### src/rtl/npxl_pkg.sv
// npxl_pkg: timing constants and receiver state encoding shared by the NeoPixel driver and receiver.
package npxl_pkg;
  localparam int T0H      = 19;
  localparam int T1H      = 38;
  localparam int TBIT     = 60;
  localparam int T_THRESH = 29;
  localparam int T_RESET  = 2400;
  localparam int BITS     = 24;
  typedef enum logic [2:0] {WAIT_RST, IDLE, HIGH, LOW, FWD, DISCARD} state_t;
  function automatic logic [23:0] grb_to_rgb(input logic [23:0] w);
    return {w[15:8], w[23:16], w[7:0]};
  endfunction
endpackage

### src/rtl/npxl_flanken_sync.sv
// npxl_flanken_sync: 2-FF synchroniser for an asynchronous line plus registered rise/fall detect.
module npxl_flanken_sync (
  input  logic clk,
  input  logic rst,
  input  logic d,
  output logic s,
  output logic rise,
  output logic fall
);
  logic meta, prev;
  always_ff @(posedge clk or posedge rst)
    if (rst) {meta, s, prev} <= '0;
    else {meta, s, prev} <= {d, meta, s};
  assign rise = s & ~prev;
  assign fall = ~s & prev;
endmodule

### src/rtl/npxl_empfaenger.sv
// npxl_empfaenger: WS2812-style receiver; captures the first BITS bits of a frame and forwards the rest.
// Define NPXL_RX_GRB_EN to present a G,R,B wire order as {R,G,B} on o_color_data.
module npxl_empfaenger
  import npxl_pkg::*;
#(
  parameter int T_MINH = 8,
  parameter int T_MAXH = 56
) (
  input  logic            i_clk,
  input  logic            i_rst,
  input  logic            i_npxl_data,
  output logic [BITS-1:0] o_color_data,
  output logic            o_valid,
  output logic            o_npxl_fwd,
  output logic            o_busy,
  output logic            o_err
);
  localparam int LW = $clog2(T_RESET + 1);
  localparam int HW = $clog2(T_MAXH + 2);
  localparam int BW = $clog2(BITS + 1);
  logic s, rise, fall;
  state_t state, nxt;
  logic [LW-1:0] lcnt;
  logic [HW-1:0] hcnt;
  logic [BW-1:0] bitcnt;
  logic [BITS-2:0] sr;
  logic [BITS-1:0] sh, capt;
  logic tmo, over, bad, last, hbit, pend, pend_n, err_n, shift, done;

  npxl_flanken_sync u_sync (
    .clk (i_clk),
    .rst (i_rst),
    .d   (i_npxl_data),
    .s   (s),
    .rise(rise),
    .fall(fall)
  );

  assign tmo  = lcnt == LW'(T_RESET);
  assign hbit = hcnt >= HW'(T_THRESH);
  assign over = s && hcnt > HW'(T_MAXH);
  assign bad  = hcnt < HW'(T_MINH) || hcnt > HW'(T_MAXH);
  assign last = bitcnt == BW'(BITS - 1);
  assign sh   = {sr, hbit};
`ifdef NPXL_RX_GRB_EN
  assign capt = grb_to_rgb(sh);
`else
  assign capt = sh;
`endif
  assign o_busy = !(state inside {WAIT_RST, IDLE});

  always_ff @(posedge i_clk or posedge i_rst)
    if (i_rst) state <= WAIT_RST;
    else state <= nxt;

  // a rise coinciding with the reset timeout is remembered in pend and starts the frame from IDLE
  always_comb begin
    nxt    = state;
    err_n  = 1'b0;
    shift  = 1'b0;
    done   = 1'b0;
    pend_n = tmo && rise && state != IDLE;
    case (state)
      WAIT_RST: nxt = tmo ? IDLE : WAIT_RST;
      IDLE:     nxt = (rise || pend) ? HIGH : IDLE;
      HIGH:
        if (over || (fall && bad)) begin
          err_n = 1'b1;
          nxt   = DISCARD;
        end else if (fall) begin
          shift = 1'b1;
          done  = last;
          nxt   = last ? FWD : LOW;
        end
      LOW:
        if (tmo) begin
          err_n = bitcnt != '0 && bitcnt < BW'(BITS);
          nxt   = IDLE;
        end else if (rise) nxt = HIGH;
      FWD, DISCARD: nxt = tmo ? IDLE : state;
      default: nxt = WAIT_RST;
    endcase
  end

  always_ff @(posedge i_clk or posedge i_rst)
    if (i_rst) begin
      lcnt         <= '0;
      hcnt         <= '0;
      bitcnt       <= '0;
      sr           <= '0;
      pend         <= 1'b0;
      o_color_data <= '0;
      o_valid      <= 1'b0;
      o_npxl_fwd   <= 1'b0;
      o_err        <= 1'b0;
    end else begin
      lcnt         <= rise ? '0 : (!s && !tmo) ? lcnt + 1'b1 : lcnt;
      hcnt         <= rise ? HW'(1) : (s && hcnt <= HW'(T_MAXH)) ? hcnt + 1'b1 : hcnt;
      bitcnt       <= state == IDLE ? '0 : bitcnt + BW'(shift);
      sr           <= shift ? sh[BITS-2:0] : sr;
      pend         <= pend_n;
      o_color_data <= done ? capt : o_color_data;
      o_valid      <= done;
      o_npxl_fwd   <= state == FWD && s;
      o_err        <= err_n;
    end
endmodule

### config.mk
export PLATFORM = sky130hd
export DESIGN_NAME = npxl_empfaenger
export DESIGN_NICKNAME = d
export VERILOG_FILES = /design/src/rtl/npxl_pkg.sv /design/src/rtl/npxl_flanken_sync.sv /design/src/rtl/npxl_empfaenger.sv
export SDC_FILE = /design/constraint.sdc
export NUM_CORES = 1
export LEC_CHECK = 0
export CORE_UTILIZATION = 45
export DETAILED_ROUTE_END_ITERATION = 16
export SLEW_MARGIN = 40
export SYNTH_ARGS = -nofsm -noshare
export SYNTH_HDL_FRONTEND = slang
export SYNTH_HIERARCHICAL = 1
export SYNTH_SLANG_ARGS = --single-unit
### constraint.sdc
create_clock -name i_clk -period 5.25 [get_ports i_clk]
set_clock_uncertainty 0.2 [all_clocks]
set_input_delay 1.05 -clock i_clk [delete_from_list [all_inputs] [get_ports i_clk]]
set_output_delay 1.05 -clock i_clk [all_outputs]
set_load 0.02 [all_outputs]
==> impl_metrics.env, run 1 <==
export IMPL_dr_wl_met3_um=162
export IMPL_root_buffer="clkbuf_8"
export IMPL_slew_violations=0
export IMPL_fin_ws_ns=2.35
export IMPL_ctsHoldBuffers=0
export IMPL_rsz0062_at_grt="no"
export IMPL_num_vias=2057
export IMPL_synth_area_top_cells="dfrtp_1 56%, mux2_2 8.5%, mux2_4 7.6%"
export IMPL_synth_seq_area_share_pct=56.0
export IMPL_clock_sinks=80
export IMPL_maxCapViolations=0
export IMPL_die_h_um=91.1
export IMPL_ys_warn_count=6
export IMPL_worstPathArrival_ns=1.65
export IMPL_critPathLaunchType="flip-flop"
export IMPL_worstMarginPinSlew_ns=0.687
export IMPL_start_util_pct=46.5
export IMPL_startpoint="state[1]"
export IMPL_first_pass_iters=4
export IMPL_final_hold_violation_count=0
export IMPL_syn_to_final_growth_pct=15.9
export IMPL_ys_ff_latch=80
export IMPL_place_congestion=0.706
export IMPL_synth_edf_count=0
export IMPL_hold_path_startpoint="u_sync/meta"
export IMPL_antenna_found_initial=0
export IMPL_avgRoutedWirePerCell_um=13.1
export IMPL_path_clk_slew_ns=0.07
export IMPL_endpoint_kind="output pin"
export IMPL_synth_top_flop_cell="dfrtp_1"
export IMPL_cts_max_path_buffers=2
export IMPL_setup_viol=0
export IMPL_synth_cells=277
export IMPL_max_clock_freq_ghz=0.344
export IMPL_final_antenna_net_count=0
export IMPL_ir_worst_vdd_mv=0.169
export IMPL_htreeDepth=3
export IMPL_synth_top_area_share_pct=56.0
export IMPL_setup_tns_ns=0
export IMPL_dieWidth_um=91.1
export IMPL_num_antenna_cells=0
export IMPL_crit_required_ns=4.00
export IMPL_drc_errors=0
export IMPL_dp_hpwl_um=3720
export IMPL_wl_um=5500
export IMPL_netlist_area_mm2=0.00357
export IMPL_routed_top_layer="met4"
export IMPL_stdcell_count=418
export IMPL_wl_met2_um=2460
export IMPL_layout_drive_gt1_share_pct=22.8
export IMPL_power_density_mw_per_mm2=288
export IMPL_overflow=0
export IMPL_die_area_mm2=0.00830
export IMPL_mappedNetlistNets=287
export IMPL_cts_buffers=9
export IMPL_dpl_cell_count=402
export IMPL_period_share_pct=55.3
export IMPL_fp_row_count=32
export IMPL_clock_latency_ns=0.34
export IMPL_synth_cell_types=45
export IMPL_grt_max_degree=50
export IMPL_r2r_start="hcnt[1]"
export IMPL_grt_pass1_vias=2011
export IMPL_critPathKind="reg2out"
export IMPL_drt_initial_drc_count=77
export IMPL_place_ws_ns=2.51
export IMPL_whs_ns=0.153
export IMPL_avgSynthCellArea_um2=12.9
export IMPL_holdCritPathClass="reg2reg"
export IMPL_critPathMaxFanout=9
export IMPL_io_buffers=30
export IMPL_synthArstFlopShare_pct=100
export IMPL_outcome="finished, final reports clean"
export IMPL_grt_pass1_wl_um=9820
export IMPL_wl_met1_um=2820
export IMPL_via_per_inst=4.92
export IMPL_p_leak_nw=1.99
export IMPL_io_pins=31
export IMPL_place_area_mm2=0.00395
export IMPL_finalNetCount=321
export IMPL_postCtsSetupRepairBufs=0
export IMPL_finalInstanceArea_mm2=0.00414
export IMPL_core_area_mm2=0.00769
export IMPL_grt_usage_pct=15.1
export IMPL_slew_headroom_pct=54.1
export IMPL_cts_tree="yes"
export IMPL_synth_top_cell_by_area="dfrtp_1"
export IMPL_fin_crit_ns=2.90
export IMPL_cts_resized=0
flip-flops by register name, indices dropped and copies added (netlist names):
signal and count:
bitcnt 5, hcnt 6, lcnt 12, o_color_data 24
o_err 1, o_npxl_fwd 1, o_valid 1, pend 1
sr 23, state 3, u_sync/meta 1, u_sync/prev 1
u_sync/s 1
through the flow:
stage	util, %	power (mW)
floorplan	-	0.747
global placement	51.3	0.767
detailed placement	51.3	0.770
CTS	53.9	1.21
global route	53.9	1.26
finish	53.9	1.19
Yosys cell counts (3+ instances only):
cell	count
nor3b_1	3
nand3_1	3
dfrtp_1	80
nand2_1	15
nor3_1	5
inv_1	11
xor2_1	9
a21oi_1	5
nor2_1	26
mux2_2	27
clkbuf_1	5
xnor2_1	8
ha_1	7
and3_1	4
nor2b_1	5
nand2b_1	4
mux2_4	18
a31oi_1	3
o21ai_0	5
kinds of logic (layout without fill, tap and decap cells):
group | count (synthesis) | count (layout) | share of synthesized area [%]
AOI/OAI and AO/OA | 21 | 21 | 4.27
xor gates and xnor gates | 17 | 17 | 4.17
adders and majority gates | 7 | 7 | 2.45
buffers and inverters | 20 | 59 | 3.22
DFF | 80 | 80 | 56.0
muxes | 47 | 47 | 16.6
and+or+nand+nor | 85 | 85 | 13.3
per-layer routing:
| metal | vias up | GRT usage, % |
|---|---|---|
| met1 | 1000 | 22.1 |
| met2 | 32 | 21.9 |
| met4 | 0 | 5.95 |
| met3 | 4 | 3.10 |
| met5 | - | 0 |
| li1 | 1021 | - |
path summary, 6_finish.rpt:
path,endpoint,slack (ns),cells past startpoint
max,o_busy,2.35,2
min,u_sync/s,0.15,0
max reg2reg,o_color_data[23],2.54,5
min reg2reg,u_sync/s,0.15,0
max in group asynchronous,sr[12],3.10,3
min in group asynchronous,u_sync/s,0.76,2
area by class of cell:
cell class,count,area [µm²]
Fill cell,693,3540
Sequential cell,80,2000
Multi-Input combinational cell,177,1460
Timing Repair Buffer,32,315
Clock buffer,10,128
Tap cell,102,128
Clock inverter,6,68.8
Inverter,11,43.8
worst max-delay path, stage by stage (launching register included):
cell             delay [ns]
dfrtp_1                0.46
or2_2                  0.32
clkdlybuf4s50_1        0.54
placed cells by master (no fill, tap or decap), drive strengths merged, types with 4 or more instances in the layout:
cell type / count
dfrtp: 80
mux2: 45
clkdlybuf4s50: 30
nor2: 27
nand2: 15
inv: 12
clkbuf: 10
xor2: 9
xnor2: 8
ha: 7
nor2b: 5
nor3: 5
a21oi: 5
o21ai: 5
nand2b: 4
and3: 4
a31oi: 4
nand3: 4
power by group:
group / switching, mW / internal [mW]
logic: 0.0534 / 0.0417
clock network: 0.215 / 0.222
registers: 0.0250 / 0.635
No activity file was read; power rests on OpenSTA's default activity.
==> run 2: changes to the inputs <==
- PLACE_DENSITY: default -> 0.67
- clock period: 5.25 -> 2.5 ns (I/O delays scaled with it)
==> impl_metrics.env, run 2 (synthesis results as in run 1) <==
export IMPL_grt_pass1_vias=2056
export IMPL_grt_usage_pct=14.7
export IMPL_regMostFlops="o_color_data"
export IMPL_wl_um=5620
export IMPL_fin_crit_ns=2.36
export IMPL_cts_tree="yes"
export IMPL_layout_drive_gt1_share_pct=24.5
export IMPL_critPathLaunchType="flip-flop"
export IMPL_die_h_um=91.1
export IMPL_place_congestion=0.786
export IMPL_largest_reg_flops=24
export IMPL_dp_hpwl_um=3790
export IMPL_postCtsSetupRepairBufs=0
export IMPL_finalNetCount=327
export IMPL_grt_pass1_wl_um=9610
export IMPL_path_clk_slew_ns=0.09
export IMPL_cts_max_path_buffers=2
export IMPL_slew_violations=0
export IMPL_crit_required_ns=1.80
export IMPL_core_area_mm2=0.00769
export IMPL_final_hold_violation_count=0
export IMPL_drc_errors=0
export IMPL_multi_input_area_mm2=0.00146
export IMPL_top_regs="o_color_data (24), sr (23), lcnt (12)"
export IMPL_io_buffers=30
export IMPL_overflow=0
export IMPL_grt_max_degree=41
export IMPL_reg2reg_slack_ns=0.24
export IMPL_final_cell_mix="80 x dfrtp_1, 30 x clkdlybuf4s50_1, 27 x mux2_2"
export IMPL_holdCritPathClass="reg2reg"
export IMPL_clock_sinks=80
export IMPL_dieWidth_um=91.1
export IMPL_syn_to_final_growth_pct=18.0
export IMPL_die_area_mm2=0.00830
export IMPL_outcome="finished, final reports clean"
export IMPL_rsz0062_at_grt="no"
export IMPL_clock_latency_ns=0.35
export IMPL_io_pins=31
export IMPL_root_buffer="clkbuf_8"
export IMPL_avgRoutedWirePerCell_um=13.3
export IMPL_antenna_found_initial=0
export IMPL_power_density_mw_per_mm2=608
export IMPL_critPathMaxFanout=9
export IMPL_start_util_pct=46.5
export IMPL_r2r_start="hcnt[1]"
export IMPL_endpoint_kind="output pin"
export IMPL_reg2reg_depth=9
export IMPL_ctsHoldBuffers=0
export IMPL_slew_headroom_pct=53.1
export IMPL_cts_buffers=9
export IMPL_period_share_pct=94.6
export IMPL_htreeDepth=3
export IMPL_max_clock_freq_ghz=0.423
export IMPL_worstMarginPinSlew_ns=0.702
export IMPL_p_leak_nw=2.02
export IMPL_num_vias=2083
export IMPL_drt_initial_drc_count=73
export IMPL_via_per_inst=4.91
export IMPL_worstPathArrival_ns=1.66
export IMPL_register_area_mm2=0.00200
export IMPL_num_fill_cells=697
export IMPL_r2r_end="bitcnt[4]"
export IMPL_first_pass_iters=4
export IMPL_fp_row_count=32
export IMPL_maxCapViolations=0
export IMPL_final_antenna_net_count=0
export IMPL_crit_end="o_busy"
export IMPL_num_antenna_cells=0
export IMPL_setup_tns_ns=0
export IMPL_setup_viol=0
export IMPL_ir_worst_vdd_mv=0.419
export IMPL_cts_resized=0
export IMPL_mostFrequentLayoutCell="dfrtp_1"
export IMPL_startpoint="state[1]"
export IMPL_critPathKind="reg2out"
export IMPL_whs_ns=0.165
## run 2: cell types whose count changed in the layout (fill, tap and decap cells not counted)
cell / delta
inv_6: +2
clkinvlp_4: +1
clkinv_4: -1
clkbuf_1: -1
inv_4: -1
buf_4: +4
buf_12: +2
## run 2: power breakdown
part           leakage [nW]  internal (mW)  switching, mW
clock network         0.101          0.472          0.494
registers              1.10           1.33         0.0528
logic                 0.818         0.0941          0.119
total                  2.02           1.90          0.666
## run 2: through the flow
step,cells,instance area (µm²),power [mW],utilization (%),setup slack [ns]
2_1_floorplan,277,3580,1.57,-,0.144
3_3_place_gp,408,4020,1.62,52.3,0.268
3_5_place_dp,408,4020,1.63,52.3,0.225
4_1_cts,424,4220,2.59,54.9,0.117
5_1_grt,424,4220,2.69,54.9,0.0838
6_report,424,4220,2.57,54.9,0.136
## run 2: final cells by class
type	instances	share of cell area, %
sequential	80	47.4
tap	102	3.02
clock buffer	9	2.94
multi-input combinational	177	34.5
inverter	11	1.07
clock inverter	7	1.84
timing repair buffer	38	9.13
## run 2: worst max-delay path, stage by stage (launching register included)
cell and delay, ns:
dfrtp_1 0.46, or2_2 0.32, clkdlybuf4s50_1 0.54
## run 2: how the worst min path moves through the flow
stage	startpoint	end	cells after the start
after floorplan	i_rst	u_sync/meta	1
after global placement	u_sync/meta	u_sync/s	0
after detailed placement	u_sync/meta	u_sync/s	0
after CTS	u_sync/meta	u_sync/s	0
after global routing	u_sync/meta	u_sync/s	0
final	u_sync/meta	u_sync/s	0
## run 2: per-layer routing
layer | GRT usage [%] | up-vias | wire length (µm)
met2 | 21.3 | 39 | 2510
met3 | 4.02 | 7 | 178
li1 | - | 1031 | -
met1 | 20.9 | 1006 | 2860
met4 | 6.08 | 0 | 77
met5 | 0 | - | 0
==> run 3: changes to the inputs <==
- GPL_ROUTABILITY_DRIVEN: default -> 0
==> results of run 3 <==
Final layout, timing and power as in run 2 (identical DEF).
